`config.mk`:
```
export PLATFORM = sky130hd
export DESIGN_NAME = uart_loader
export DESIGN_NICKNAME = d
export VERILOG_FILES = /design/src/rtl/uart_loader_pkg.sv /design/src/rtl/uart_rx.sv /design/src/rtl/uart_loader.sv
export SDC_FILE = /design/constraint.sdc
export NUM_CORES = 1
export LEC_CHECK = 0
export ABC_CLOCK_PERIOD_IN_PS = 5100
export CAP_MARGIN = 20
export CORE_ASPECT_RATIO = 1.75
export CORE_MARGIN = 5
export CORE_UTILIZATION = 28
export DETAILED_ROUTE_END_ITERATION = 12
export PLACE_DENSITY = 0.53
export SETUP_SLACK_MARGIN = 0.15
export SLEW_MARGIN = 5
export SYNTH_ARGS = -nofsm -noshare
export SYNTH_HDL_FRONTEND = slang
export SYNTH_SLANG_ARGS = --single-unit
```
`constraint.sdc`:
```
create_clock -name clk -period 5.1 [get_ports clk]
set_clock_uncertainty 0.15 [all_clocks]
set_input_delay 1.02 -clock clk [delete_from_list [all_inputs] [get_ports clk]]
set_output_delay 1.02 -clock clk [all_outputs]
set_load 0.03 [all_outputs]
```
`src/rtl/uart_loader_pkg.sv`:
```
`default_nettype none
// ============================================================================
// Module  : uart_loader_pkg
// Purpose : Shared types and constants for the UART bootloader.
//           - rx_state_t   : UART receiver frame states
//           - ld_state_t   : image loader states
//           - LEN_WIDTH    : width of the image-length header
//           - clks_per_bit : baud divisor helper (truncating)
// Rev     : 1.0  initial release
// ============================================================================
package uart_loader_pkg;

  localparam int LEN_WIDTH = 16;

  typedef enum logic [1:0] {
    RX_IDLE  = 2'd0,
    RX_START = 2'd1,
    RX_DATA  = 2'd2,
    RX_STOP  = 2'd3
  } rx_state_t;

  typedef enum logic [1:0] {
    LD_LEN_LO = 2'd0,
    LD_LEN_HI = 2'd1,
    LD_DATA   = 2'd2,
    LD_DONE   = 2'd3
  } ld_state_t;

  function automatic int clks_per_bit(input int freq, input int baud);
    return freq / baud;
  endfunction

endpackage
`default_nettype wire

```
`src/rtl/uart_rx.sv`:
```
`default_nettype none
// ============================================================================
// Module  : uart_rx
// Purpose : 8N1 UART receiver, LSB first.
// Ports   : clk, rst_n     clock / async active-low reset
//           rxd_i          asynchronous serial input (idle high)
//           rx_valid_o     1-cycle pulse, rx_byte_o holds the received byte
//           rx_byte_o      received byte
//           frame_err_o    1-cycle pulse when a stop bit samples low
// Rev     : 1.0  initial release
// ============================================================================
module uart_rx
  import uart_loader_pkg::*;
#(
  parameter int CLKS_PER_BIT = 104
) (
  input  logic       clk,
  input  logic       rst_n,
  input  logic       rxd_i,
  output logic       rx_valid_o,
  output logic [7:0] rx_byte_o,
  output logic       frame_err_o
);

  if (CLKS_PER_BIT < 4) begin : g_bad_divisor
    $error("uart_rx: CLKS_PER_BIT must be >= 4");
  end

  localparam int CNT_W = $clog2(CLKS_PER_BIT);
  localparam logic [CNT_W-1:0] HALF_M1 = CNT_W'(CLKS_PER_BIT / 2 - 1);
  localparam logic [CNT_W-1:0] FULL_M1 = CNT_W'(CLKS_PER_BIT - 1);

  logic [1:0]       sync_q;
  logic             rxd_s;
  rx_state_t        state_q, state_d;
  logic [CNT_W-1:0] cnt_q, cnt_d;
  logic [2:0]       bit_q, bit_d;
  logic [7:0]       shift_q, shift_d;
  logic             stop_bad_q, stop_bad_d;
  logic             valid_q, valid_d;
  logic             err_q, err_d;

  assign rxd_s = sync_q[1];

  always_comb begin
    state_d    = state_q;
    cnt_d      = cnt_q + 1'b1;
    bit_d      = bit_q;
    shift_d    = shift_q;
    stop_bad_d = stop_bad_q;
    valid_d    = 1'b0;
    err_d      = 1'b0;
    case (state_q)
      RX_IDLE: begin
        cnt_d = '0;
        if (!rxd_s) state_d = RX_START;
      end
      RX_START: begin
        // Mid-start-bit resample: a high here was only a glitch.
        if (cnt_q == HALF_M1) begin
          cnt_d   = '0;
          bit_d   = '0;
          state_d = rxd_s ? RX_IDLE : RX_DATA;
        end
      end
      RX_DATA: begin
        if (cnt_q == FULL_M1) begin
          cnt_d   = '0;
          shift_d = {rxd_s, shift_q[7:1]};
          bit_d   = bit_q + 3'd1;
          if (bit_q == 3'd7) state_d = RX_STOP;
        end
      end
      RX_STOP: begin
        if (stop_bad_q) begin
          // Broken frame: hold off until the line returns to idle so the
          // low stop bit is not mistaken for a new start bit.
          cnt_d = '0;
          if (rxd_s) begin
            stop_bad_d = 1'b0;
            state_d    = RX_IDLE;
          end
        end else if (cnt_q == FULL_M1) begin
          cnt_d = '0;
          if (rxd_s) begin
            valid_d = 1'b1;
            state_d = RX_IDLE;
          end else begin
            err_d      = 1'b1;
            stop_bad_d = 1'b1;
          end
        end
      end
      default: state_d = RX_IDLE;
    endcase
  end

  always_ff @(posedge clk or negedge rst_n) begin
    if (!rst_n) begin
      sync_q     <= 2'b11;
      state_q    <= RX_IDLE;
      cnt_q      <= '0;
      bit_q      <= '0;
      shift_q    <= '0;
      stop_bad_q <= 1'b0;
      valid_q    <= 1'b0;
      err_q      <= 1'b0;
    end else begin
      sync_q     <= {sync_q[0], rxd_i};
      state_q    <= state_d;
      cnt_q      <= cnt_d;
      bit_q      <= bit_d;
      shift_q    <= shift_d;
      stop_bad_q <= stop_bad_d;
      valid_q    <= valid_d;
      err_q      <= err_d;
    end
  end

  assign rx_valid_o  = valid_q;
  assign rx_byte_o   = shift_q;
  assign frame_err_o = err_q;

endmodule
`default_nettype wire

```
`src/rtl/uart_loader.sv`:
```
`default_nettype none
// ============================================================================
// Module  : uart_loader
// Purpose : Serial bootloader. Receives a 16-bit little-endian length header
//           followed by the image bytes over UART and writes them into code
//           memory from address 0, holding the CPU in reset until done.
// Ports   : clk, rst_n     clock / async active-low reset
//           uart_rxd       serial input, 8N1, idle high
//           mem_we         1-cycle write strobe per stored byte
//           mem_addr       write address
//           mem_wdata      write data
//           cpu_rst_n      CPU reset (active low), released when done
//           load_done      sticky image-complete flag
//           load_err       sticky framing / oversize error flag
// Rev     : 1.0  initial release
// ============================================================================
module uart_loader
  import uart_loader_pkg::*;
#(
  parameter int CLK_FREQ_HZ = 12000000,
  parameter int BAUD        = 115200,
  parameter int ADDR_WIDTH  = 10
) (
  input  logic                  clk,
  input  logic                  rst_n,
  input  logic                  uart_rxd,
  output logic                  mem_we,
  output logic [ADDR_WIDTH-1:0] mem_addr,
  output logic [7:0]            mem_wdata,
  output logic                  cpu_rst_n,
  output logic                  load_done,
  output logic                  load_err
);

  localparam int CLKS_PER_BIT = clks_per_bit(CLK_FREQ_HZ, BAUD);
  // One bit wider than the byte counter so MEM_SIZE = 65536 is representable.
  localparam logic [LEN_WIDTH:0] MEM_SIZE = (LEN_WIDTH + 1)'(2 ** ADDR_WIDTH);

  logic       rx_valid;
  logic [7:0] rx_byte;
  logic       frame_err;

  uart_rx #(
    .CLKS_PER_BIT (CLKS_PER_BIT)
  ) u_rx (
    .clk         (clk),
    .rst_n       (rst_n),
    .rxd_i       (uart_rxd),
    .rx_valid_o  (rx_valid),
    .rx_byte_o   (rx_byte),
    .frame_err_o (frame_err)
  );

  ld_state_t             state_q, state_d;
  logic [LEN_WIDTH-1:0]  len_q, len_d;
  logic [LEN_WIDTH-1:0]  count_q, count_d;
  logic                  we_q, we_d;
  logic [ADDR_WIDTH-1:0] addr_q, addr_d;
  logic [7:0]            wdata_q, wdata_d;
  logic                  err_q, err_d;
  logic                  done_q, done_d;

  always_comb begin
    state_d = state_q;
    len_d   = len_q;
    count_d = count_q;
    we_d    = 1'b0;
    addr_d  = addr_q;
    wdata_d = wdata_q;
    err_d   = err_q | frame_err;
    done_d  = done_q | (state_q == LD_DONE);
    case (state_q)
      LD_LEN_LO: begin
        if (rx_valid) begin
          len_d[7:0] = rx_byte;
          state_d    = LD_LEN_HI;
        end
      end
      LD_LEN_HI: begin
        if (rx_valid) begin
          len_d[15:8] = rx_byte;
          count_d     = '0;
          state_d     = ({rx_byte, len_q[7:0]} == '0) ? LD_DONE : LD_DATA;
        end
      end
      LD_DATA: begin
        if (rx_valid) begin
          // Bytes beyond the memory are drained so the header length still
          // terminates the load, but they are flagged and never written.
          if ({1'b0, count_q} < MEM_SIZE) begin
            we_d    = 1'b1;
            addr_d  = count_q[ADDR_WIDTH-1:0];
            wdata_d = rx_byte;
          end else begin
            err_d = 1'b1;
          end
          count_d = count_q + 1'b1;
          if (count_d == len_q) state_d = LD_DONE;
        end
      end
      LD_DONE: ;
      default: state_d = LD_LEN_LO;
    endcase
  end

  always_ff @(posedge clk or negedge rst_n) begin
    if (!rst_n) begin
      state_q <= LD_LEN_LO;
      len_q   <= '0;
      count_q <= '0;
      we_q    <= 1'b0;
      addr_q  <= '0;
      wdata_q <= '0;
      err_q   <= 1'b0;
      done_q  <= 1'b0;
    end else begin
      state_q <= state_d;
      len_q   <= len_d;
      count_q <= count_d;
      we_q    <= we_d;
      addr_q  <= addr_d;
      wdata_q <= wdata_d;
      err_q   <= err_d;
      done_q  <= done_d;
    end
  end

  assign mem_we    = we_q;
  assign mem_addr  = addr_q;
  assign mem_wdata = wdata_q;
  assign load_done = done_q;
  assign cpu_rst_n = done_q;
  assign load_err  = err_q;

endmodule
`default_nettype wire

```
# After elaboration in Yosys (flattened, before gate mapping)
# Index checks and enable logic that the tools add are counted.
op_classes:
  addsub: 3
  magnitude_cmp: 1
  eq_ne: 19
  mux: 40
  n_bitwise: 2
  n_reduce_logical: 14
ops:
  columns: ["operator", "n"]
  rows:
  - ["$mux 16", 2]
  - ["$pmux 16 s2", 1]
  - ["$pmux 7 s4", 1]
  - ["$mux 2", 12]
  - ["$mux 7", 3]
  - ["$add 16x1->16 const B", 1]
  - ["$eq 16x16->1", 1]
  - ["$logic_not 16->1", 1]
  - ["$lt 16x11->1 const B", 1]
  - ["$mux 1", 16]
  - ["$ne 2x1->1 const B", 6]
  - ["$reduce_and 5->1", 2]
  - ["$reduce_and 3->1", 3]
  - ["$eq 2x2->1 const B", 4]
  - ["$pmux 2 s4", 1]
  - ["$add 7x1->7 const B", 1]
  - ["$eq 7x6->1 const B", 1]
  - ["$eq 7x7->1 const B", 1]
  - ["$mux 3", 2]
  - ["$pmux 2 s3", 1]
  - ["$pmux 3 s2", 1]
  - ["$reduce_and 2->1", 3]
  - ["$eq 2x1->1 const B", 2]
  - ["$logic_not 2->1", 2]
  - ["7 further kinds", 10]
totals:
  register_bits: 80
  in_bits: 3
  output_inout_bits: 22
  elab_cells: 96

# Logic depth before layout (Yosys ltp)
depth:
  word_depth: 5
  ltp_mapped: 9

# Hierarchy
# From an unflattened synthesis, not the netlist that was laid out.
unflattened:
  cells_unflattened: 400
  hier_area_um2: 4043.9
modules_own_cells:
  columns: ["module", "n_inst", "cells_per_inst", "area_per_inst_um2", "seq_area_each_um2"]
  rows:
  - ["uart_loader", 1, 299, 2849.0, 1376.3]
  - ["uart_rx", 1, 101, 1194.9, 628.1]

# Worst setup path before layout
# Ideal clock, no wire load.
synth_timing:
  path_kind: "reg-to-reg"
  startpoint: "reg count_q[1]"
  endpoint: "reg state_q[0]"
  t_arrival_ps: 2057
  required_time_ps: 4824
  path_slack_ps: 2767
  path_stages_with_launch: 9
  synth_period_minus_slack_ps: 2333
  cell_sequence: "dfrtp_1 -> ha_1 -> nand3_1 -> o31ai_2 -> o41ai_1 -> a211o_1 -> nor4_4 -> nand3_1 -> a221o_1"
synth_between:
  elab_chain_len: 4
synth_lines:
  columns: ["element", "line_no", "rtl"]
  rows:
  - ["from (decl)", "uart_loader.sv:56", "logic [LEN_WIDTH-1:0] count_q, count_d;"]
  - ["from (signal assigned)", "uart_loader.sv:119", "count_q <= count_d;"]
  - ["$add 16x1->16", "uart_loader.sv:97", "count_d = count_q + 1'b1;"]
  - ["$eq 16x16->1", "uart_loader.sv:98", "if (count_d == len_q) state_d = LD_DONE;"]
  - ["$ne 2x2->1 (no source line)", null, null]
  - ["$reduce_and 5->1 (no source line)", null, null]
  - ["to (signal assigned)", "uart_loader.sv:117", "state_q <= state_d;"]
  - ["to (decl)", "uart_loader.sv:54", "ld_state_t state_q, state_d;"]
# Every way passes these cells.
# A chain may end at the register's enable or synchronous reset.

# Worst setup path in the final report
layout_timing:
  startpoint: "reg count_q[0]"
  endpoint: "reg state_q[0]"
# Same word-level chain as after synthesis.

==> out/results.ini <==
[run_status]
status = complete, no violations

[sta]
finalHoldViolations = 0
fin_crit_sh = 0.5803
worst_pin_slew_ns = 1.161
fin_crit_ns = 2.960
slew_headroom = 0.2206
final_max_slew_viol_count = 0
fmax_mhz = 337.9
setup-violations-final = 0
rsz0062_at_grt = false
finalSetupTns_ns = 0

[power_and_ir_drop]
switchingPower_mw = 0.2664
vdd_ir_drop_max_mv = 0.2609
total_leakage_power_nw = 2.177
sw_frac_of_total = 0.2049
p_int_mw = 1.033
pwr-share-comb = 0.012
p_clk_frac = 0.497
p_seq_frac = 0.490
powerDensity_nw_per_um2 = 269.7

[layout]
area_growth_pct = 16.45
n_antenna_cell = 0
final_cell_mix = 78 x dfrtp_1, 72 x nand2_1, 31 x o21ai_0, 30 x nor2_1, 25 x mux2_2
drive_above_1_share = 0.1199
nNetsFinal = 452
fin_area_um2 = 4818
layout_commonest_cell = dfrtp_1

[setup_path]
reg2reg_from = count_q[0]
crit_arrival_ns = 3.03
critPathLaunchType = register
cp.required_ns = 5.17
r2r-end = state_q[0]
worstSetupPathType = register to register
rr_worst_depth = 8
crit_fanout = 13
reg2reg_slack_ns = 2.14
cp-end-kind = register

[floorplanning]
row_count = 58
core_um2 = 14440
die_h_um = 170.8
die_area_um2 = 17400
floorplan.initialDensity = 0.2865
die_w_um = 101.9
ios = 25

[global_route]
grt_max_degree = 81
antenna_found_initial = 0
grt_pass1_vias = 3215
grt_pass1_wl_um = 16070
grt_usage = 0.1173
gr-total-overflow = 0

[clocking]
clockBufferDepth = 2
postCtsSetupBuffers = 0
cts_made_buffers = 9
cts_tree = yes
hold_buffers = 0
cts_resized = 0
cts-root-buf = clkbuf_16
clock_sinks = 80
insertion_delay_ns = 0.34
h-tree-depth = 3
clk_pin_slew_ns = 0.06

[routing]
finalWirelength_um = 9563
vias_per_cell = 5.034
wire_per_inst_um = 15.37
routed-via-count = 3131
drtIter0Drc = 133
ant_nets = 0
drt_pass1_iterations = 6
route.detailed.drc = 0

[yosys]
syn_area_um2 = 4138
synth_seq_cells = 80
synth.avg_cell_area_um2 = 9.759
seq_area_frac_synth = 0.4844
netlist_instances = 424
yosysUniqueCellTypes = 50
syn-num-nets = 439
yosys_warnings = 0

[placed_design]
io_buffers = 24
globalplace.congestion = 0.8013
placed_area_um2 = 4491
dpl.hpwl_um = 6952

[min_path]
hold_end = u_rx.sync_q[1]
hp-class = register to register
holdPathStages = 0
hp-start = u_rx.sync_q[0]

[job]
maxCapViolCount = 0

-- worst max-delay path, cell delays in order, from the launching register on --
cell and delay, ns:
dfrtp_1 0.51, ha_1 0.48, nand3_1 0.29, nor3_1 0.43, mux2i_1 0.23, mux2_2 0.16
o21a_1 0.14, nand3_1 0.10, a221o_1 0.36
-- worst max-delay path by stage --
| stage | from | slack [ns] | cells past startpoint | endpoint |
|---|---|---|---|---|
| after floorplan | count_q[1] | 2.77 | 8 | state_q[0] |
| after global placement | count_q[0] | 2.28 | 8 | state_q[0] |
| after detailed placement | count_q[0] | 2.17 | 8 | state_q[0] |
| after CTS | count_q[0] | 2.15 | 8 | state_q[0] |
| after global routing | count_q[0] | 1.92 | 8 | state_q[0] |
| final | count_q[0] | 2.14 | 8 | state_q[0] |
-- routing by layer --
| layer | vias up | global-route usage | routed length [um] |
|---|---|---|---|
| met3 | 20 | 0.01795 | 253 |
| li1 | 1510 | - | - |
| met1 | 1546 | 0.1257 | 3629 |
| met4 | 0 | 0.05997 | 249 |
| met2 | 55 | 0.2172 | 5430 |
| met5 | - | 0 | 0 |
-- final cells by class --
type	count	area, um2
Tap cell	180	225.2
Sequential cell	80	2004
Fill cell	1445	9623
Clock buffer	12	246.5
Inverter	12	45.04
Clock inverter	4	53.80
Multi-Input combinational cell	308	1971
Timing Repair Buffer	26	272.8
-- synth_stat cells (all sizes together) --
library cell	n	share of area
dfrtp	78	0.47
clkbuf	12	0.011
xor2	7	0.015
mux2i	5	0.012
a211o	1	0.0021
nand3b	1	0.0018
and2	4	0.0064
a311o	1	0.0024
o21ai	32	0.039
nand3	16	0.019
a31o	1	0.0021
nor3	6	0.0073
a32o	1	0.0024
xnor2	17	0.036
and4	1	0.0021
a31oi	5	0.0076
nor2b	2	0.0030
or2	2	0.0030
a21oi	11	0.013
a221o	1	0.0024
o211ai	2	0.0036
dfstp	2	0.013
nand2	72	0.065
o22ai	1	0.0015
a211oi	3	0.0054
o21a	1	0.0018
nor2	30	0.027
o31ai	6	0.012
nor4	8	0.017
mux2	25	0.068
nand4	10	0.018
nor4b	1	0.0021
clkinv	1	0.00091
ha	12	0.036
buf	12	0.018
nand2b	6	0.0091
inv	11	0.010
or3	1	0.0015
a41o	1	0.0024
and3	7	0.011
o41ai	8	0.017
-- metrics by stage --
| stage | utilization | setup slack [ns] | hold slack (ns) | total power [mW] | cells |
|---|---|---|---|---|---|
| final | 0.3337 | 2.141 | 0.2052 | 1.300 | 622 |
| after CTS | 0.3317 | 2.154 | 0.2064 | 1.315 | 621 |
| after global routing | 0.3337 | 1.922 | 0.2125 | 1.348 | 622 |
| after global placement | 0.3110 | 2.281 | 0.1964 | 0.6629 | 605 |
| after floorplan | - | 2.767 | 0.1952 | 0.6488 | 424 |
| after detailed placement | 0.3110 | 2.173 | 0.1976 | 0.6633 | 605 |
-- flip-flops by register name (all words and copies together) (netlist names), named ones only --
signal,flops
state_q,2
mem_we,1
mem_addr,10
u_rx.sync_q,2
u_rx.state_q,1
count_q,16
mem_wdata,8
u_rx.bit_q,3
u_rx.cnt_q,7
u_rx.rx_valid_o,1
load_err,1
u_rx.rx_byte_o,8
u_rx.frame_err_o,1
u_rx.stop_bad_q,1
len_q,16
cpu_rst_n,1
-- cell families after synthesis --
logic type      Yosys count  share of synthesized area
simple gates            167                     0.1941
flops                    80                     0.4844
compound gates           75                     0.1149
buf+inv                  36                    0.03931
mux                      30                    0.08013
xor+xnor                 24                    0.05080
fa+ha+maj                12                    0.03629
-- power groups by stage --
stage | Sequential, mW | Combinational (mW) | Clock, mW
finish | 0.637 | 0.0161 | 0.647
global route | 0.637 | 0.0189 | 0.692
CTS | 0.637 | 0.0146 | 0.664
detailed placement | 0.649 | 0.0147 | 0
global placement | 0.649 | 0.0143 | 0
floorplan | 0.648 | 0.000298 | 0
Power figures use the tool's default switching activity.
